File: src/rtl/l0mdt_dataformats_svh.sv
// Shared L0MDT data-format constants used by the MTC2SL link receiver.
// MTC2SL_LEN        : width of one MTC2SL link word, valid flag included.
// MTC2SL_VALID_BIT  : index of the valid flag inside an MTC2SL word (the MSB).
package l0mdt_dataformats_svh;

  localparam int MTC2SL_LEN       = 32;
  localparam int MTC2SL_VALID_BIT = MTC2SL_LEN - 1;

endpackage

File: src/rtl/mtc2sl_link_receiver_pkg.sv
// Helpers shared by the MTC2SL link receiver, its stream interface and its bench.
// link_width(n) : bits needed to carry a link index for n links (minimum 1).
package mtc2sl_link_receiver_pkg;

  function automatic int link_width(input int n);
    return (n > 1) ? $clog2(n) : 1;
  endfunction

endpackage

File: src/rtl/mtc2sl_link_receiver_if.sv
// Merged ready/valid stream leaving the MTC2SL link receiver.
// data  : payload, link valid flag already stripped
// link  : index of the source link
// valid : word present on data/link
// ready : downstream accepts the word on this edge
// master drives data/link/valid, slave drives ready.
interface mtc2sl_link_receiver_if #(
  parameter int DATA_W = 31,
  parameter int LINK_W = 2
);

  logic [DATA_W-1:0] data;
  logic [LINK_W-1:0] link;
  logic              valid;
  logic              ready;

  modport master (output data, output link, output valid, input ready);
  modport slave  (input data, input link, input valid, output ready);

endinterface

File: src/rtl/mtc2sl_link_receiver_mtc_rx_fifo.sv
// Synchronous single-clock FIFO holding words of one MTC2SL link.
// clock, rst : clock and synchronous active-high flush
// push, din  : write request and word; ignored while full
// pop        : read request; ignored while empty
// dout       : head word, visible combinationally while not empty
// full/empty : occupancy flags derived from the registered pointers
module mtc_rx_fifo #(
  parameter int WIDTH = 31,
  parameter int DEPTH = 4
) (
  input  logic             clock,
  input  logic             rst,
  input  logic             push,
  input  logic             pop,
  input  logic [WIDTH-1:0] din,
  output logic [WIDTH-1:0] dout,
  output logic             full,
  output logic             empty
);

  localparam int AW = $clog2(DEPTH);

  // One extra pointer bit separates "full" from "empty" when the indices match.
  logic [AW:0]      wr_ptr;
  logic [AW:0]      rd_ptr;
  logic [WIDTH-1:0] mem [DEPTH];
  logic             do_push;
  logic             do_pop;

  assign empty   = (wr_ptr == rd_ptr);
  assign full    = (wr_ptr[AW-1:0] == rd_ptr[AW-1:0]) && (wr_ptr[AW] != rd_ptr[AW]);
  assign do_push = push && !full;
  assign do_pop  = pop && !empty;
  assign dout    = mem[rd_ptr[AW-1:0]];

  always_ff @(posedge clock) begin
    if (rst) begin
      wr_ptr <= '0;
      rd_ptr <= '0;
    end else begin
      if (do_push) wr_ptr <= wr_ptr + 1'b1;
      if (do_pop)  rd_ptr <= rd_ptr + 1'b1;
    end
  end

  // Storage carries data only and is never cleared; the pointers define validity.
  always_ff @(posedge clock) begin
    if (do_push) mem[wr_ptr[AW-1:0]] <= din;
  end

endmodule

File: src/rtl/mtc2sl_link_receiver.sv
// Sector-logic-side receiver for the MTC2SL links.
// Each link word with its MSB set is captured into a per-link FIFO; the FIFOs
// are merged round-robin into one ready/valid stream tagged with the link index.
// clock, rst, srst : clock, synchronous active-high reset and soft reset (same effect)
// mtc2sl_in        : one word per link per cycle, MSB is the valid flag
// merged           : output stream (data, link, valid driven here; ready from downstream)
// rx_cnt, ovf_cnt  : per-link saturating counts of accepted / dropped words
// fifo_empty       : per-link registered FIFO empty flags
module mtc2sl_link_receiver
  import l0mdt_dataformats_svh::*;
  import mtc2sl_link_receiver_pkg::*;
#(
  parameter int N_LINKS      = 3,
  parameter int MTC2SL_WIDTH = MTC2SL_LEN,
  parameter int FIFO_DEPTH   = 4,
  parameter int CNT_WIDTH    = 16
) (
  input  logic                    clock,
  input  logic                    rst,
  input  logic                    srst,
  input  logic [MTC2SL_WIDTH-1:0] mtc2sl_in [N_LINKS],
  mtc2sl_link_receiver_if.master  merged,
  output logic [CNT_WIDTH-1:0]    rx_cnt    [N_LINKS],
  output logic [CNT_WIDTH-1:0]    ovf_cnt   [N_LINKS],
  output logic [N_LINKS-1:0]      fifo_empty
);

  localparam int LINK_W = link_width(N_LINKS);
  localparam int PAY_W  = MTC2SL_WIDTH - 1;

  function automatic logic [CNT_WIDTH-1:0] sat_inc(input logic [CNT_WIDTH-1:0] v);
    return (&v) ? v : v + 1'b1;
  endfunction

  // (base + off) mod N_LINKS, with off < N_LINKS.
  function automatic logic [LINK_W-1:0] wrap_add(input logic [LINK_W-1:0] base, input int off);
    int s;
    s = int'(base) + off;
    if (s >= N_LINKS) s = s - N_LINKS;
    return LINK_W'(s);
  endfunction

  logic                    flush;
  logic [N_LINKS-1:0]      full;
  logic [N_LINKS-1:0]      empty_w;
  logic [N_LINKS-1:0]      pop;
  logic [PAY_W-1:0]        fifo_dout [N_LINKS];
  logic                    take;
  logic                    grant_any;
  logic [LINK_W-1:0]       grant_idx;
  logic [LINK_W-1:0]       cand;
  logic [LINK_W-1:0]       rr_ptr;
  logic [PAY_W-1:0]        data_p1;
  logic [LINK_W-1:0]       link_p1;
  logic                    vld_p1;

  assign flush      = rst | srst;
  assign fifo_empty = empty_w;

  // ---- stage p0: link capture into per-link FIFOs, statistics ----
  for (genvar k = 0; k < N_LINKS; k++) begin : g_link
    mtc_rx_fifo #(
      .WIDTH (PAY_W),
      .DEPTH (FIFO_DEPTH)
    ) u_fifo (
      .clock (clock),
      .rst   (flush),
      .push  (mtc2sl_in[k][MTC2SL_WIDTH-1]),
      .pop   (pop[k]),
      .din   (mtc2sl_in[k][PAY_W-1:0]),
      .dout  (fifo_dout[k]),
      .full  (full[k]),
      .empty (empty_w[k])
    );

    assign pop[k] = take && grant_any && (grant_idx == LINK_W'(k));

    // Full is judged on the start-of-cycle state, so a word meeting a full
    // FIFO is dropped even when that FIFO is popped on the same edge.
    always_ff @(posedge clock) begin
      if (flush) begin
        rx_cnt[k]  <= '0;
        ovf_cnt[k] <= '0;
      end else if (mtc2sl_in[k][MTC2SL_WIDTH-1]) begin
        if (full[k]) ovf_cnt[k] <= sat_inc(ovf_cnt[k]);
        else         rx_cnt[k]  <= sat_inc(rx_cnt[k]);
      end
    end
  end

  // ---- stage p0 -> p1: round-robin grant from rr_ptr upward ----
  assign take = !vld_p1 || merged.ready;

  always_comb begin
    grant_any = 1'b0;
    grant_idx = '0;
    cand      = '0;
    for (int i = 0; i < N_LINKS; i++) begin
      cand = wrap_add(rr_ptr, i);
      if (!grant_any && !empty_w[cand]) begin
        grant_any = 1'b1;
        grant_idx = cand;
      end
    end
  end

  // ---- stage p1: output register ----
  // When nothing is granted the payload keeps its last value; only valid drops.
  always_ff @(posedge clock) begin
    if (flush) begin
      vld_p1  <= 1'b0;
      data_p1 <= '0;
      link_p1 <= '0;
      rr_ptr  <= '0;
    end else if (take) begin
      vld_p1 <= grant_any;
      if (grant_any) begin
        data_p1 <= fifo_dout[grant_idx];
        link_p1 <= grant_idx;
        rr_ptr  <= wrap_add(grant_idx, 1);
      end
    end
  end

  assign merged.data  = data_p1;
  assign merged.link  = link_p1;
  assign merged.valid = vld_p1;

endmodule
File: src/flat_wrapper.sv
// flat-port wrapper written by rule: the top's interface ports become plain ports
module mtc2sl_link_receiver_flat import l0mdt_dataformats_svh::*; import mtc2sl_link_receiver_pkg::*;
#(
  parameter int N_LINKS      = 3,
  parameter int MTC2SL_WIDTH = MTC2SL_LEN,
  parameter int FIFO_DEPTH   = 4,
  parameter int CNT_WIDTH    = 16
)
  (clock, rst, srst, mtc2sl_in, rx_cnt, ovf_cnt, fifo_empty, merged_data, merged_link, merged_valid, merged_ready);
  mtc2sl_link_receiver_if merged_i ();
  input  logic clock;
  input  logic rst;
  input  logic srst;
  input  logic [MTC2SL_WIDTH-1:0] mtc2sl_in[N_LINKS];
  output logic [CNT_WIDTH-1:0] rx_cnt[N_LINKS];
  output logic [CNT_WIDTH-1:0] ovf_cnt[N_LINKS];
  output logic [N_LINKS-1:0] fifo_empty;
  output wire logic [$bits(merged_i.data)-1:0] merged_data;
  output wire logic [$bits(merged_i.link)-1:0] merged_link;
  output wire logic [$bits(merged_i.valid)-1:0] merged_valid;
  input wire logic [$bits(merged_i.ready)-1:0] merged_ready;
  assign merged_data = merged_i.data;
  assign merged_link = merged_i.link;
  assign merged_valid = merged_i.valid;
  assign merged_i.ready = merged_ready;
  mtc2sl_link_receiver #(.N_LINKS(N_LINKS), .MTC2SL_WIDTH(MTC2SL_WIDTH), .FIFO_DEPTH(FIFO_DEPTH), .CNT_WIDTH(CNT_WIDTH)) u_core (.clock(clock), .rst(rst), .srst(srst), .mtc2sl_in(mtc2sl_in), .merged(merged_i), .rx_cnt(rx_cnt), .ovf_cnt(ovf_cnt), .fifo_empty(fifo_empty));
endmodule
File: config.mk
export PLATFORM = sky130hd
export DESIGN_NAME = mtc2sl_link_receiver_flat
export DESIGN_NICKNAME = d
export VERILOG_FILES = /design/src/rtl/l0mdt_dataformats_svh.sv /design/src/rtl/mtc2sl_link_receiver_pkg.sv /design/src/rtl/mtc2sl_link_receiver_if.sv /design/src/rtl/mtc2sl_link_receiver_mtc_rx_fifo.sv /design/src/rtl/mtc2sl_link_receiver.sv /design/src/flat_wrapper.sv
export SDC_FILE = /design/constraint.sdc
export NUM_CORES = 1
export LEC_CHECK = 0
export CORE_MARGIN = 10
export CORE_UTILIZATION = 57
export CTS_CLUSTER_DIAMETER = 100
export DETAILED_ROUTE_END_ITERATION = 8
export GPL_TIMING_DRIVEN = 0
export PLACE_DENSITY = 0.89
export SETUP_SLACK_MARGIN = 0.4
export SLEW_MARGIN = 20
export SYNTH_ARGS = -nofsm -noshare
export SYNTH_HDL_FRONTEND = slang
export SYNTH_HIERARCHICAL = 1
export SYNTH_SLANG_ARGS = --single-unit
File: constraint.sdc
create_clock -name clock -period 4.45 [get_ports clock]
set_input_delay 0.445 -clock clock [delete_from_list [all_inputs] [get_ports clock]]
set_output_delay 0.445 -clock clock [all_outputs]
set_load 0.02 [all_outputs]
# Word level (Yosys, flattened, before mapping)
# Memory sizes are Yosys's and may differ from the RTL's. A register that Yosys moved wholly into a read port is not among the register bits.
# Cells that the tools add are included.
[op_classes] add_sub_neg=19 n_lt_le_gt_ge=8 n_eq_ne=11 n_mux=31 n_bitwise=11 n_reduce_logical=40
[ops] op="adder 16 x 1 -> 16 bit (second input constant)" count=6
[ops] op="AND reduction 16 bit" count=6
[ops] op="binary-select mux 31 bit (select 2 bit)" count=1
[ops] op="2-to-1 mux 31 bit" count=2
[ops] op="2-to-1 mux 2 bit" count=13
[ops] op="adder 3 x 1 -> 3 bit (second input constant)" count=6
[ops] op="AND reduction 3 bit" count=6
[ops] op="logical AND 1 bit" count=15
[ops] op="2-to-1 mux 1 bit" count=12
[ops] op="zero test 1 bit" count=10
[ops] op="== test 3 bit" count=3
[ops] op=">= comparator 3 x 2 -> 1 bit (second input constant)" count=3
[ops] op="< comparator 2 x 3 -> 1 bit (second input constant)" count=3
[ops] op="inverter 1 bit" count=9
[ops] op="adder 2 x 1 -> 3 bit (second input constant)" count=2
[ops] op="binary-select mux 1 bit (select 2 bit)" count=3
[ops] op="== test 2 bit" count=3
[ops] op="subtractor 2 x 1 -> 2 bit (second input constant)" count=3
[ops] op="adder 2 x 2 -> 3 bit (second input constant)" count=1
[ops] op=">= comparator 3 bit (second input constant)" count=1
[ops] op="inequality test 1 bit" count=3
[ops] op="inverter 2 -> 3 bit" count=1
[ops] op="== test 2 x 1 -> 1 bit (second input constant)" count=1
[ops] op="== test 2 bit (second input constant)" count=1
[ops] op="6 further kinds" count=6
[word_totals] register_bits=150 ramBits=372 inputBits=100 out_inout_bits=133 elab_cells=139 n_memories=3
[memory_table] name="u_core.g_link[0].u_fifo.mem" words=4 word_bits=31 read_ports=1 rd_ports_with_merged_regs=1 write_ports=1 line_no="mtc2sl_link_receiver_mtc_rx_fifo.sv:26" rtl="logic [WIDTH-1:0] mem [DEPTH];"
[memory_table] name="u_core.g_link[1].u_fifo.mem" words=4 word_bits=31 read_ports=1 rd_ports_with_merged_regs=1 write_ports=1 line_no="mtc2sl_link_receiver_mtc_rx_fifo.sv:26"
[memory_table] name="u_core.g_link[2].u_fifo.mem" words=4 word_bits=31 read_ports=1 rd_ports_with_merged_regs=1 write_ports=1 line_no="mtc2sl_link_receiver_mtc_rx_fifo.sv:26"

# Depth between registers and ports, before layout
# Gate-level depths: netlist of run 1.
[depth] word_depth=16 mapped_depth=13 depth_no_buf=11

# By module
# The synthesis of run 1 kept the hierarchy.
[modules_own_cells] mod="mtc_rx_fifo" n_inst=3 cells_per_inst=229 area_per_inst_um2=5029.8 seq_area_each_um2=3883.7
[modules_own_cells] mod="mtc2sl_link_receiver" n_inst=1 cells_per_inst=733 area_per_inst_um2=6592.6 seq_area_each_um2=2642.5

# Least setup slack after synthesis of run 1
# No wires, ideal clock.
[synth_path] path_type="register to register" from="register u_core.g_link[1].u_fifo.wr_ptr[1]" to="register u_core.g_link[1].u_fifo.rd_ptr[2]" setup_ns=0.074 t_arrival_ns=3.351 t_required_ns=4.376 setup_slack_ns=1.025 path_stages_with_launch=13 path_buffers=1 period_less_slack_ns=3.425 path_cell_list="dfxtp_1 > buf_6 > xnor2_1 > nand2_1 > nor2_1 > mux2i_2 > o21ai_2 > o21ai_1 > a221o_1 > nor3_1 > nand2_1 > a211o_1 > a31oi_1"
[synth_between] elab_chain_len=12 elab_cells_between_ends=23 classes_between="eq/ne (2); mux (12); reduce/logical (9)"
[synth_lines] item="start, declared" line_no="mtc2sl_link_receiver_mtc_rx_fifo.sv:24" rtl="logic [AW:0] wr_ptr;"
[synth_lines] item="start signal, assigned" line_no="mtc2sl_link_receiver_mtc_rx_fifo.sv:41" rtl="if (do_push) wr_ptr <= wr_ptr + 1'b1;"
[synth_lines] item="== test 3 bit (*)" line_no="mtc2sl_link_receiver_mtc_rx_fifo.sv:30" rtl="assign empty = (wr_ptr == rd_ptr);"
[synth_lines] item="net fifo_empty[1]" line_no="flat_wrapper.sv:17" rtl="output logic [N_LINKS-1:0] fifo_empty;"
[synth_lines] item="binary-select mux 1 bit (select 2 bit)" line_no="mtc2sl_link_receiver.sv:100" rtl="if (!grant_any && !empty_w[cand]) begin"
[synth_lines] item="2-to-1 mux 1 bit (not written as such)" line_no="mtc2sl_link_receiver.sv:100"
[synth_lines] item="zero test 1 bit" line_no="mtc2sl_link_receiver.sv:100"
[synth_lines] item="logical AND 1 bit" line_no="mtc2sl_link_receiver.sv:100"
[synth_lines] item="2-to-1 mux 1 bit" line_no="mtc2sl_link_receiver.sv:100"
[synth_lines] item="zero test 1 bit" line_no="mtc2sl_link_receiver.sv:100"
[synth_lines] item="logical AND 1 bit" line_no="mtc2sl_link_receiver.sv:100"
[synth_lines] item="2-to-1 mux 2 bit / 2-to-1 mux 1 bit (equally long branches)" line_no="mtc2sl_link_receiver.sv:100"
[synth_lines] item="== test 2 x 1 -> 1 bit / logical AND 1 bit (equally long branches)" line_no="mtc2sl_link_receiver.sv:76" rtl="assign pop[k] = take && grant_any && (grant_idx == LINK_W'(k));"
[synth_lines] item="logical AND 1 bit (*)" line_no="mtc2sl_link_receiver.sv:76"
[synth_lines] item="net u_core.pop[1]" line_no="mtc2sl_link_receiver.sv:46" rtl="logic [N_LINKS-1:0] pop;"
[synth_lines] item="logical AND 1 bit (*)" line_no="mtc2sl_link_receiver_mtc_rx_fifo.sv:33" rtl="assign do_pop = pop && !empty;"
[synth_lines] item="end signal, assigned" line_no="mtc2sl_link_receiver_mtc_rx_fifo.sv:42" rtl="if (do_pop) rd_ptr <= rd_ptr + 1'b1;"
[synth_lines] item="end, declared" line_no="mtc2sl_link_receiver_mtc_rx_fifo.sv:25" rtl="logic [AW:0] rd_ptr;"
# Mark *: on every way through the listed nets, which the timed path passes. The rest lies on a longest branch. The select of a mux whose other input is x is not followed.
# A chain may end at the register's enable or synchronous reset.

==> results by stage, run 1 <==
Setup path:
- The element type at the critical path end is a flop.
- Data on the critical path is required at its endpoint by between 4 and 5 ns.
- The top fanout value on the critical path is 10.
- The critical path startpoint category is a flop.
- For the worst setup path, the data arrival time is between 4 and 5 ns.
- The critical path is of the flop to flop type.

Logic synthesis:
- During synthesis, Yosys emitted a total of 6 warnings.
- Of the total synthesized cell area, the portion taken by full adders, half adders and majority gates is under 10%.
- The combinational family with the most area after synthesis is multiplexers.
- sky130_fd_sc_hd__edfxtp_1 takes more of the synthesized area than any other cell.
- The post-synthesis cell count is 1420.
- The share of Yosys cell area claimed by the top area cell type is 51.5%.
- The netlist area before placement is roughly 22000 µm².
- The synthesized netlist contains 62 unique library cells.
- In the synthesized netlist, mux cells make up a little under an eighth of the area.
- Counting instances in the post-synthesis netlist gives the leading cell types as sky130_fd_sc_hd__edfxtp_1, sky130_fd_sc_hd__dfxtp_1, sky130_fd_sc_hd__nor2_1, sky130_fd_sc_hd__mux4_2, sky130_fd_sc_hd__nand3_1.
- For this run, the leading register cell type out of synthesis is sky130_fd_sc_hd__edfxtp_1.
- After synthesis, flip-flops and latches occupy about 66% of the total area.
- After synthesis, the cell types taking the most area are sky130_fd_sc_hd__edfxtp_1, sky130_fd_sc_hd__dfxtp_1, sky130_fd_sc_hd__mux4_2.
- The post-synthesis share of cell area spent on and, or, nand and nor gates is roughly 9%.
- In this run, synthesis inferred 372 flip-flops with an integrated enable.
- The share of flip-flops with an asynchronous set or reset is 0%.
- The synthesized design contains between 500 and 600 register bits.
- The mean instance size in the synthesized netlist is 15.3 µm².
- The most repeated cell in the gate-level netlist after synthesis is sky130_fd_sc_hd__edfxtp_1.
- Summing the areas of all compound-gate instances in the mapped netlist gives under 10% of the synthesized area.
- The parity-gate share of the synthesized area counting xor and xnor cells is ~4.1%.
- When the netlist entered floorplanning its net count stood at 1545.

Detailed routing:
- The number of nets with antenna violations after routing is 0.
- Summing over every cut layer, the via total after detailed routing is roughly 14k.
- In the routed design, unresolved DRC markers number 0.
- The total iterations of the first detailed-routing run is 5.
- The first routing iteration left roughly 1.3k violations.
- Using the TritonRoute via totals, the vias-per-cell ratio works out to about 6.1.
- The total wire length is 58.1 mm.
- After detailed routing, the average wire length per cell comes to 25.5 µm.

Clock network:
- The total number of H-tree levels is 2.
- The tree is rooted in a sky130_fd_sc_hd__clkbuf_16.
- The clock tree from TritonCTS is yes.
- The number of clock sinks seen by CTS is around 530.
- The number of buffers inserted by post-CTS setup repair is 0.
- Clock tree synthesis inserted a total of 51 buffers.
- The number of hold-repair buffers added at the cts stage is 0.
- The clock passes through at most 3 buffers.
- At the later pin of the worst-skew pair, clock insertion delay measures between 0.6 and 0.7 ns.
- Clock-pin slew was measured on the worst setup and hold paths at around 0.06 ns.

Job:
- The max-capacitance violation count is 0.

Timing:
- The number of hold-slack violations in the final timing report was 0.
- The worst path needs around 3.8 ns of the cycle, external delays included.
- The maximum clock skew at final layout is around 0.015 ns.
- The final period utilization is between 80% and 90%.
- The final max-slew violation count is 0.
- Derived from the worst setup path, the maximum achievable clock frequency is 264 MHz.
- The tightest hold margin is between 0.4 and 0.5 ns.
- The actual slew at the worst max-slew pin is 0.914 ns.
- Once routing completed, OpenROAD measured the worst setup slack at ~0.66 ns.
- Setup repair after global routing left no endpoint under its margin.
- Setup violations remaining at the end of the flow were counted as 0.
- Measured against its own limit, the worst slew margin works out to between 30% and 40%.

Floorplanning:
- The die is ~220 µm wide.
- The height of the chip is 215 µm.
- The total area inside the core boundary comes to approximately 38000 µm².
- The floorplan step defined a die boundary enclosing between 40000 and 50000 µm².
- The count of standard-cell rows is 71.
- For this configuration, the core starts out at a cell density of 57.7%.
- The top-level port count is about 230.

Global routing:
- Global routing used 24.8% of the available tracks.
- The global-route wire length before repair is ~88 mm.
- The maximum number of pins on one net before global-route repair is 24.
- The global-route congestion overflow total is 0.
- The number of antenna violations at the first check in global routing is 12.
- The number of global-route vias before repair is about 14k.

Worst hold path:
- The min-delay analysis places its worst path in the category input port to flop.

Status:
- The run finished with clean final reports.

Power and ir drop:
- The power density over the cells is 455 nW/µm².
- The cell-internal power is slightly below 9 mW.
- The register share of total power is a little under half.
- The relative contribution of the clock network to total power is 34.5%.
- The relative contribution of combinational cells to total power is around a fifth.
- The static leakage is 8.94 nW.
- The switching share of total power is between 20 and 30%.
- The net switching power is roughly 3.4 mW.
- The peak supply drop is about 0.32 mV.

Layout:
- The number of nets in the final layout is around 1.8k.
- After filler insertion, the fill cell instance count of the layout stands at between 2k and 2.5k.
- Compared with the post-synthesis result, the final layout area differs by 23.1%.
- The fraction of the core area covered by cells at the end of the flow is between 70% and 80%.
- The share of post-route cells with drive strength above 1 is between 15 and 20%.
- The final instance area is between 20000 and 30000 µm².

Place:
- The congestion estimate from routability-driven global placement came to ~0.85.
- Detailed placement finished with a half-perimeter wire length of about 40 mm.
- Prior to clock tree synthesis, the placed netlist has a worst setup slack of 0.251 ns.
- The placed instances occupy a cell area of between 20000 and 25000 µm².
- The count of port buffers added during placement is around 230.
logic make-up (layout without fill, tap and decap cells):
group           count (synthesis)  in the layout
flops                         528            528
simple gates                  380            380
other cells                     0              9
compound gates                136            136
mux                           134            134
fa+ha+maj                      25             25
xor+xnor                      102            102
buf+inv                       115            454
path summary, 6_finish.rpt:
| check | startpoint | end | slack (ns) | cells after the start |
|---|---|---|---|---|
| setup / recovery | u_core/g_link[0].u_fifo/rd_ptr[0] | flop | 0.66 | 12 |
| hold / removal | mtc2sl_in[32] | u_core/g_link[1].u_fifo/mem[3][0] | 0.47 | 1 |
| setup reg to reg | u_core/g_link[0].u_fifo/rd_ptr[0] | flop | 0.66 | 12 |
| hold reg to reg | u_core/merged.data[23] | u_core/merged.data[23] | 0.50 | 2 |
area by class of cell:
class | instances | area, µm² | area share (%)
Tap cell | 511 | 639 | 2.39
Buffer | 60 | 359 | 1.34
Sequential cell | 528 | 14300 | 53.5
Clock buffer | 80 | 1480 | 5.52
Timing Repair Buffer | 244 | 2600 | 9.74
Inverter | 55 | 206 | 0.773
Clock inverter | 15 | 140 | 0.525
Multi-Input combinational cell | 777 | 6960 | 26.1
Antenna cell | 9 | 22.5 | 0.0843
cells in the final DEF (no fill, tap or decap), drive strengths merged, types with 13 or more instances in the layout:
master         Yosys  routed
a21oi             16      16
a31oi             13      13
and2              14      14
and3              30      30
buf               31      43
clkbuf            29     109
clkdlybuf4s50      0     232
dfxtp            156     156
edfxtp           372     372
ha                25      25
inv               55      57
mux2i             40      40
mux4              93      93
nand2             54      54
nand3             75      75
nand4             27      27
nor2             112     112
nor3              13      13
nor3b             14      14
o211ai            20      20
o21ai             25      25
o221ai            31      31
xnor2             41      41
xor2              61      61
state kept, by name, summed over array words and instances (netlist names), named ones only:
| signal | flops |
|---|---|
| u_core/g_link.u_fifo/wr_ptr | 9 |
| u_core/ovf_cnt | 48 |
| u_core/rx_cnt | 48 |
| u_core/rr_ptr | 2 |
| u_core/g_link.u_fifo/mem | 372 |
| u_core/merged.link | 2 |
| u_core/merged.valid | 1 |
| u_core/merged.data | 31 |
| u_core/g_link.u_fifo/rd_ptr | 9 |
metal layers:
metal / GRT usage, % / share of wire (%) / up-vias
met5: 0 / 0.078 / -
met4: 10.5 / 4.0 / 6
met3: 6.08 / 9.2 / 148
met2: 41.9 / 51 / 741
met1: 29.8 / 36 / 6916
li1: - / - / 6061
stage by stage:
step,TNS [ns],instances,power [mW]
floorplan,0,1420,7.05
CTS,0,2270,12.1
global route,0,2278,12.5
detailed placement,0,2175,7.96
global placement,-23.31,2163,7.83
finish,0,2279,12.1
worst max-delay path, stage by stage (launching register included):
cell	delay (ns)
sky130_fd_sc_hd__dfxtp_1	0.40
sky130_fd_sc_hd__xnor2_2	0.42
sky130_fd_sc_hd__nand2_1	0.28
sky130_fd_sc_hd__nor2_2	0.38
sky130_fd_sc_hd__mux2i_1	0.18
sky130_fd_sc_hd__o21ai_1	0.23
sky130_fd_sc_hd__a32o_1	0.30
sky130_fd_sc_hd__buf_2	0.31
sky130_fd_sc_hd__buf_2	0.32
sky130_fd_sc_hd__nor3_2	0.15
sky130_fd_sc_hd__inv_1	0.09
sky130_fd_sc_hd__o21ai_0	0.10
sky130_fd_sc_hd__a41oi_1	0.47
power groups by stage:
stage	Clock, mW	Combinational (mW)	Sequential (mW)
6_report	4.19	2.30	5.65
3_5_place_dp	0	2.21	5.74
4_1_cts	4.23	2.27	5.65
2_1_floorplan	0	1.22	5.83
3_3_place_gp	0	2.10	5.73
5_1_grt	4.43	2.42	5.66
timing repair:
| action | CTS | global route |
|---|---|---|
| resized for setup | 5 | 8 |
| endpoints found under the setup margin | 11 | 15 |
| pin swaps | 0 | 0 |
| hold endpoints to repair | 0 | 0 |
No activity file was read; power rests on OpenSTA's default activity.
==> run 2, diff against run 1 <==
--- a/config.mk
+++ b/config.mk
@@ -5,7 +5,7 @@
 export SDC_FILE = /design/constraint.sdc
 export NUM_CORES = 1
 export LEC_CHECK = 0
-export CORE_MARGIN = 10
+export CORE_MARGIN = 8
 export CORE_UTILIZATION = 57
 export CTS_CLUSTER_DIAMETER = 100
 export DETAILED_ROUTE_END_ITERATION = 8
==> run 2 against run 1 <==
  * Die area decreased by 3.7%
  * Sequential cell count stayed put
  * Cell count grew 0.22%
  * Maximum frequency decreased by 0.18%
  * Utilization is 0.67 points higher
  * Register-to-register slack hardly changed
  * Clock power is 10% higher
  * Hold slack worse by 0.015 ns
  * Critical path type unchanged
  * Cell area grew 0.94%
==> results by stage, run 2 (synthesized netlist as in run 1, its figures left out) <==
Detailed routing:
- The total wire length is 56.5 mm (was 58.1 mm).
- The total iterations of the first detailed-routing run was 6 (was 5).
- The via density per instance is 6.07 (was 6.09).
- The mean routed wirelength per cell came to 24.7 µm (was 25.5 µm).
- The total via count after detailed routing is 13.9k (about the same).
- The starting DRC count in detailed routing came to 1417 (was 1272).
- The number of nets with antenna violations after routing came to 0 (unchanged).
- The total DRC errors in the routed layout came to 0 (unchanged).

Place:
- The routability-driven placement congestion ratio was 0.844 (was 0.851).
- The number of cells in the design after placement is 2177 (was 2175).
- The placed instance area came to 25000 µm² (about the same).
- The HPWL reported at the end of detailed placement was 37.6 mm (was 39.6 mm).
- The count of port buffers added during placement came to 232 (unchanged).

Timing:
- The final period demand of the worst path is 3.79 ns (about the same).
- The number of hold-slack violations in the final timing report is 0 (unchanged).
- The final period utilization is 85.3% (was 85.1%).
- The final count of negative-setup-slack endpoints is 0 (unchanged).
- The remaining max-slew budget at the tightest pin was 32.2% (was 38.8%).
- The highest achievable clock rate is 264 MHz (about the same).
- The actual slew at the worst max-slew pin is 1.01 ns (was 0.914 ns).
- The maximum clock skew at final layout was 0.0391 ns (was 0.0148 ns).
- Setup repair after global routing missed its margin: no (unchanged).
- The final max-slew violation count is 0 (unchanged).
- The summed negative setup slack over all endpoints is 0 ns (unchanged).

Layout:
- The filler-free cell count of the finished design is 2284 (was 2279).
- The number of fill cells in the layout is 2268 (was 2291).
- The share of post-route cells with drive strength above 1 is 16.6% (was 15.7%).
- The final instance area was 27000 µm² (was 26700 µm²).
- The most common cell after layout, fill and taps aside is sky130_fd_sc_hd__edfxtp_1 (unchanged).
- The number of nets in the final layout is 1845 (was 1842).
- The post-synthesis to final-layout area growth is 24.3% (was 23.1%).
- Most used cells in the layout excluding fill and tap cells: sky130_fd_sc_hd__edfxtp_1, sky130_fd_sc_hd__clkdlybuf4s50_1, sky130_fd_sc_hd__dfxtp_1, sky130_fd_sc_hd__nor2_1, sky130_fd_sc_hd__mux4_2 (unchanged).
- The number of flip-flops in the largest register is 372 (unchanged).

Setup path:
- The element type at the critical path end is a flop (unchanged).
- The critical path startpoint category is a flop (unchanged).
- Critical path cell sequence: buf_6 > xnor2_2 > nand2_1 > nor2_2 > mux2i_2 > o21ai_2 > o211ai_1 > o211ai_2 > buf_2 > and2_1 > nor3b_1 > o21ai_0 > o211ai_1 (was xnor2_2 > nand2_1 > nor2_2 > mux2i_1 > o21ai_1 > a32o_1 > buf_2 > buf_2 > nor3_2 > inv_1 > o21ai_0 > a41oi_1).
- The critical path's largest stage delay is 0.43 ns (was 0.47 ns).
- The top fanout value on the critical path was 10 (unchanged).
- The category of the critical setup timing path is flop to flop (unchanged).
- The highest-delay cell along the critical path is sky130_fd_sc_hd__buf_2 (was sky130_fd_sc_hd__a41oi_1).
- The data arrival at the endpoint of the critical path is 4.29 ns (was 4.23 ns).
- The most prevalent standard cell on the critical path was sky130_fd_sc_hd__o211ai_1 (was sky130_fd_sc_hd__buf_2).
- The required time of the worst setup path is 4.95 ns (was 4.89 ns).

Global routing:
- The maximum number of pins on one net before global-route repair is 27 (was 24).
- The met1 routing resource usage after global routing is 30.5% (was 29.8%).
- The overall routing resource usage was 25.0% (was 24.8%).
- The global-route wire length before repair is 84.5 mm (was 88.2 mm).
- The number of antenna violations at the first check in global routing came to 12 (unchanged).
- The number of global-route vias before repair is 14.4k (about the same).
- The layer with the highest usage after global routing is met2 (unchanged).
- The global-route congestion overflow total is 0 (unchanged).
- The met2 usage came to 42.2% (was 41.9%).
- The global routing usage on met3 is 6.16% (was 6.08%).

Power and ir drop:
- The peak supply drop came to 0.415 mV (was 0.320 mV).
- The power density over the cells is 466 nW/µm² (was 455 nW/µm²).
- The static leakage was 9.08 nW (was 8.94 nW).
- The post-layout total power came to 12.5 mW (was 12.1 mW).

Job:
- The max-capacitance violation count was 0 (unchanged).

Floorplanning:
- The top-level port count is 233 (unchanged).
- The count of standard-cell rows is 71 (unchanged).
- The height of the chip is 211 µm (was 215 µm).
- The area of the core is 37600 µm² (unchanged).
- The chip width was 211 µm (was 215 µm).
- The die area is 44500 µm² (was 46200 µm²).
- The effective utilization at floorplan is 57.7% (unchanged).

Clock network:
- The number of clock sinks seen by CTS came to 528 (unchanged).
- The number of hold-repair buffers added at the cts stage is 0 (unchanged).
- The latest clock arrival within the worst-skew pair is 0.62 ns (was 0.61 ns).
- The clock input transition at the sequential cells of the worst setup and hold paths came to 0.06 ns (about the same).
- The number of CTS-inserted buffers is 52 (was 51).
- The clock tree root driver cell is sky130_fd_sc_hd__clkbuf_16 (unchanged).
- The clock tree from TritonCTS is yes (unchanged).
- The total number of H-tree levels was 2 (unchanged).
- The maximum clock path buffer count is 3 (unchanged).

Status:
- Status: finished clean (unchanged).

Worst hold path:
- The class of the tightest hold or removal check is input port to flop (unchanged).
==> run 2: worst paths after layout <==
check,start,slack [ns],endpoint,depth (start not counted)
worst max-delay path,u_core/g_link[1].u_fifo/wr_ptr[1],0.66,u_core/g_link[2].u_fifo/rd_ptr[0],13
worst min-delay path,mtc2sl_in[33],0.46,u_core/g_link[1].u_fifo/mem[0][1],1
worst max register to register,u_core/g_link[1].u_fifo/wr_ptr[1],0.66,u_core/g_link[2].u_fifo/rd_ptr[0],13
worst min register to register,u_core/merged.data[30],0.51,u_core/merged.data[30],2
==> run 2: power by group <==
part	internal (mW)	total [mW]	switching, mW
combinational	0.910	2.27	1.36
sequential	5.50	5.66	0.155
clock	2.75	4.62	1.87
total	9.16	12.5	3.39
==> run 2: metal layers <==
metal / routed length, µm / vias up
li1: - / 6064
met1: 21000 / 6960
met2: 28300 / 701
met3: 5170 / 135
met4: 2030 / 8
met5: 56 / -
==> run 2: cell type report <==
cell class	count	area, µm²	share of cell area [%]
sequential	528	14300	53.0
buffer	60	359	1.33
clock buffer	69	1480	5.47
clock inverter	28	369	1.37
tap	511	639	2.37
multi-input combinational	777	6940	25.8
antenna	10	25.0	0.0928
inverter	55	206	0.766
timing repair buffer	246	2640	9.80
==> run 2: stage by stage <==
stage,hold slack (ns),utilization (%),setup slack (ns)
2_1_floorplan,0.494,-,1.03
3_3_place_gp,0.468,65.6,-0.526
3_5_place_dp,0.486,66.6,0.379
4_1_cts,0.428,71.5,0.426
5_1_grt,0.435,71.7,0.446
6_report,0.455,71.7,0.655
==> run 2: timing repair <==
item | 4_1_cts | 5_1_grt
endpoints found under the setup margin | 8 | 15
buffers inserted | 0 | 0
gates resized for setup | 3 | 8
==> run 2: worst max-delay path: cells and delay by family, from the launching register on <==
| kind | cells | cell delay (ns) |
|---|---|---|
| buffers and inverters | 2 | 0.58 |
| muxes | 1 | 0.17 |
| DFF | 1 | 0.34 |
| xor gates and xnor gates | 1 | 0.35 |
| AOI/OAI and AO/OA | 5 | 0.98 |
| and+or+nand+nor | 4 | 1.29 |
==> run 3, diff against run 2 <==
--- a/config.mk
+++ b/config.mk
@@ -6,11 +6,11 @@
 export NUM_CORES = 1
 export LEC_CHECK = 0
 export CORE_MARGIN = 8
-export CORE_UTILIZATION = 57
+export CORE_UTILIZATION = 45
 export CTS_CLUSTER_DIAMETER = 100
 export DETAILED_ROUTE_END_ITERATION = 8
 export GPL_TIMING_DRIVEN = 0
-export PLACE_DENSITY = 0.89
+export PLACE_DENSITY = 0.75
 export SETUP_SLACK_MARGIN = 0.4
 export SLEW_MARGIN = 20
 export SYNTH_ARGS = -nofsm -noshare
==> run 3 against run 2 <==
  * Via count down 5.4%
  * Global-route usage is 6.5 points lower
  * Clock power is 1% lower
  * Sequential share of layout area shrank 0.17 points
  * Largest power group unchanged
==> results by stage, run 3 (synthesized netlist as in run 1, its figures left out) <==
Global routing:
- The number of global-route vias before repair was 13.5k (was 14.4k).
- The number of antenna violations at the first check in global routing was 6 (was 12).
- The overall routing resource usage is 18.4% (was 25.0%).
- The maximum number of pins on one net before global-route repair is 27 (unchanged).
- The global-route congestion overflow total was 0 (unchanged).
- The global-route wire length before repair is 80.2 mm (was 84.5 mm).

Setup path:
- Critical path cell sequence: xnor2_2 > nand2_1 > nor2_2 > mux2i_2 > o21ai_2 > o211ai_1 > o211ai_2 > clkbuf_4 > and2_1 > nor3b_1 > o21ai_0 > o211ai_1 (was buf_6 > xnor2_2 > nand2_1 > nor2_2 > mux2i_2 > o21ai_2 > o211ai_1 > o211ai_2 > buf_2 > and2_1 > nor3b_1 > o21ai_0 > o211ai_1).
- The critical path startpoint category is a flop (unchanged).
- The top fanout value on the critical path came to 10 (unchanged).
- The most prevalent standard cell on the critical path was sky130_fd_sc_hd__o211ai_1 (unchanged).
- The total buffers and inverters traversed by the critical path was 1 (was 2).
- The top cell family by delay on the critical path is simple AND/OR/NAND/NOR gates (unchanged).
- The required time of the worst setup path is 4.93 ns (was 4.95 ns).
- The data arrival at the endpoint of the critical path is 4.18 ns (was 4.29 ns).
- The highest-delay cell along the critical path is sky130_fd_sc_hd__xnor2_2 (was sky130_fd_sc_hd__buf_2).
- The element type at the critical path end is a flop (unchanged).
- The category of the critical setup timing path is flop to flop (unchanged).
- The critical path's largest stage delay was 0.44 ns (was 0.43 ns).
- The reg-to-reg startpoint is u_core/g_link[1].u_fifo/rd_ptr[0] (was u_core/g_link[1].u_fifo/wr_ptr[1]).
- The source of the critical timing path is u_core/g_link[1].u_fifo/rd_ptr[0] (was u_core/g_link[1].u_fifo/wr_ptr[1]).

Floorplanning:
- The height of the chip was 236 µm (was 211 µm).
- The chip width was 236 µm (was 211 µm).
- The effective utilization at floorplan came to 45.5% (was 57.7%).
- The die area was 55500 µm² (was 44500 µm²).
- The top-level port count came to 233 (unchanged).
- The count of standard-cell rows is 80 (was 71).
- The area of the core is 47600 µm² (was 37600 µm²).

Timing:
- The final worst slack came to 0.753 ns (was 0.655 ns).
- The highest achievable clock rate was 270 MHz (was 264 MHz).
- The final max-slew violation count is 0 (unchanged).
- The final period utilization was 83.1% (was 85.3%).
- The tightest hold margin came to 0.467 ns (was 0.455 ns).
- The final period demand of the worst path came to 3.70 ns (was 3.79 ns).
- The maximum clock skew at final layout was 0.0435 ns (was 0.0391 ns).
- The remaining max-slew budget at the tightest pin is 44.4% (was 32.2%).
- The number of hold-slack violations in the final timing report was 0 (unchanged).
- Setup repair after global routing missed its margin: no (unchanged).
- The actual slew at the worst max-slew pin is 0.831 ns (was 1.01 ns).
- The final count of negative-setup-slack endpoints was 0 (unchanged).

Layout:
- The area of the multi-input gates is 6940 µm² (about the same).
- The number of flip-flops in the largest register is 372 (unchanged).
- The share of post-route cells with drive strength above 1 is 16.0% (was 16.6%).
- The number of fill cells in the layout came to 3658 (was 2268).
- The fraction of the core area covered by cells at the end of the flow is 56.8% (was 71.7%).
- The most common cell after layout, fill and taps aside is sky130_fd_sc_hd__edfxtp_1 (unchanged).
- The register area is 14300 µm² (unchanged).
- The number of nets in the final layout is 1846 (was 1845).
- Most used cells in the layout excluding fill and tap cells: sky130_fd_sc_hd__edfxtp_1, sky130_fd_sc_hd__clkdlybuf4s50_1, sky130_fd_sc_hd__dfxtp_1, sky130_fd_sc_hd__nor2_1, sky130_fd_sc_hd__mux4_2 (unchanged).
- The post-synthesis to final-layout area growth came to 24.7% (was 24.3%).

Detailed routing:
- The total via count after detailed routing is 13.1k (was 13.9k).
- The total DRC errors in the routed layout was 0 (unchanged).
- The mean routed wirelength per cell was 22.0 µm (was 24.7 µm).
- The total iterations of the first detailed-routing run was 5 (was 6).
- The number of nets with antenna violations after routing is 0 (unchanged).
- The via density per instance was 5.51 (was 6.07).
- The starting DRC count in detailed routing is 1029 (was 1417).
- The total wire length came to 52.5 mm (was 56.5 mm).

Worst hold path:
- The hold path startpoint is mtc2sl_in[4] (was mtc2sl_in[33]).
- The class of the tightest hold or removal check is input port to flop (unchanged).

Clock network:
- The clock tree from TritonCTS is yes (unchanged).
- The clock tree root driver cell is sky130_fd_sc_hd__clkbuf_16 (unchanged).
- The number of clock sinks seen by CTS came to 528 (unchanged).
- The number of hold-repair buffers added at the cts stage is 0 (unchanged).
- The total number of H-tree levels was 2 (unchanged).
- The number of buffers inserted by post-CTS setup repair came to 0 (unchanged).
- The latest clock arrival within the worst-skew pair came to 0.61 ns (was 0.62 ns).
- The maximum clock path buffer count is 3 (unchanged).
- The number of CTS-inserted buffers was 53 (was 52).
- The clock input transition at the sequential cells of the worst setup and hold paths is 0.06 ns (about the same).

Place:
- The worst-case setup slack after placement was 0.137 ns (was 0.379 ns).
- The HPWL reported at the end of detailed placement is 37.2 mm (was 37.6 mm).
- The routability-driven placement congestion ratio came to 0.869 (was 0.844).
- The count of port buffers added during placement is 232 (unchanged).

Power and ir drop:
- The net switching power was 3.32 mW (was 3.39 mW).
- The register share of total power is 45.2% (was 45.1%).
- The relative contribution of the clock network to total power came to 36.7% (was 36.9%).
- The peak supply drop is 0.298 mV (was 0.415 mV).
- The static leakage was 9.06 nW (was 9.08 nW).
- The relative contribution of combinational cells to total power is 18.1% (about the same).
- The cell-internal power is 9.10 mW (was 9.16 mW).
- The post-layout total power is 12.4 mW (was 12.5 mW).
- The switching share of total power is 26.8% (was 27.0%).
- The power density over the cells is 459 nW/µm² (was 466 nW/µm²).

Job:
- The max-capacitance violation count is 0 (unchanged).

Status:
- Status: finished clean (unchanged).
## run 3: cell count changes in the layout (fill, tap and decap cells not counted), moves of 4 or more
cell	before	now
sky130_fd_sc_hd__clkbuf_8	14	5
sky130_fd_sc_hd__diode_2	10	1
sky130_fd_sc_hd__clkbuf_1	29	37
sky130_fd_sc_hd__clkinv_1	4	8
## run 3: final timing paths
| check | cells past startpoint | slack [ns] | endpoint |
|---|---|---|---|
| min reg2reg | 2 | 0.49 | u_core/merged.data[30] |
| max | 12 | 0.75 | flop |
| min | 1 | 0.47 | u_core/g_link[2].u_fifo/mem[1][4] |
| max reg2reg | 12 | 0.75 | flop |
## run 3: worst reg2reg max path: stages (launching register included)
cell and delay (ns):
sky130_fd_sc_hd__dfxtp_1 0.39, sky130_fd_sc_hd__xnor2_2 0.44, sky130_fd_sc_hd__nand2_1 0.24, sky130_fd_sc_hd__nor2_2 0.41, sky130_fd_sc_hd__mux2i_2 0.16, sky130_fd_sc_hd__o21ai_2 0.25, sky130_fd_sc_hd__o211ai_1 0.15, sky130_fd_sc_hd__o211ai_2 0.21
sky130_fd_sc_hd__clkbuf_4 0.39, sky130_fd_sc_hd__and2_1 0.34, sky130_fd_sc_hd__nor3b_1 0.30, sky130_fd_sc_hd__o21ai_0 0.17, sky130_fd_sc_hd__o211ai_1 0.13
## run 3: per-stage QoR
stage,setup TNS (ns),area [µm²],instances
after floorplan,0,21700,1420
after global placement,-18.86,24800,2267
after detailed placement,0,25200,2281
after CTS,0,27000,2381
after global routing,0,27000,2381
final,0,27000,2382
## run 3: metal layers
metal | part of all wire [%] | GRT usage, % | routed length [µm]
met5 | 0.10 | 0 | 54
met4 | 1.9 | 4.16 | 972
met3 | 8.1 | 6.07 | 4250
met1 | 42 | 23.6 | 22000
met2 | 48 | 30.4 | 25300
## run 3: power groups by stage
stage,Combinational [mW],Sequential (mW),Clock [mW]
2_1_floorplan,1.22,5.83,0
3_3_place_gp,2.15,5.70,0
3_5_place_dp,2.22,5.71,0
4_1_cts,2.24,5.61,4.65
5_1_grt,2.39,5.64,4.86
6_report,2.25,5.61,4.56
## run 3: cell type report
type                       instances  area share, %
antenna                            1        0.00925
timing repair buffer             246           9.85
inverter                          55          0.763
sequential                       528           52.9
clock inverter                    30           1.36
buffer                            60           1.34
clock buffer                      70           5.29
multi-input combinational        777           25.7
tap                              615           2.85
## run 3: what timing repair did
item	4_1_cts	5_1_grt
endpoints found under the setup margin	12	13
pin swaps	0	0
gates resized for setup	5	7
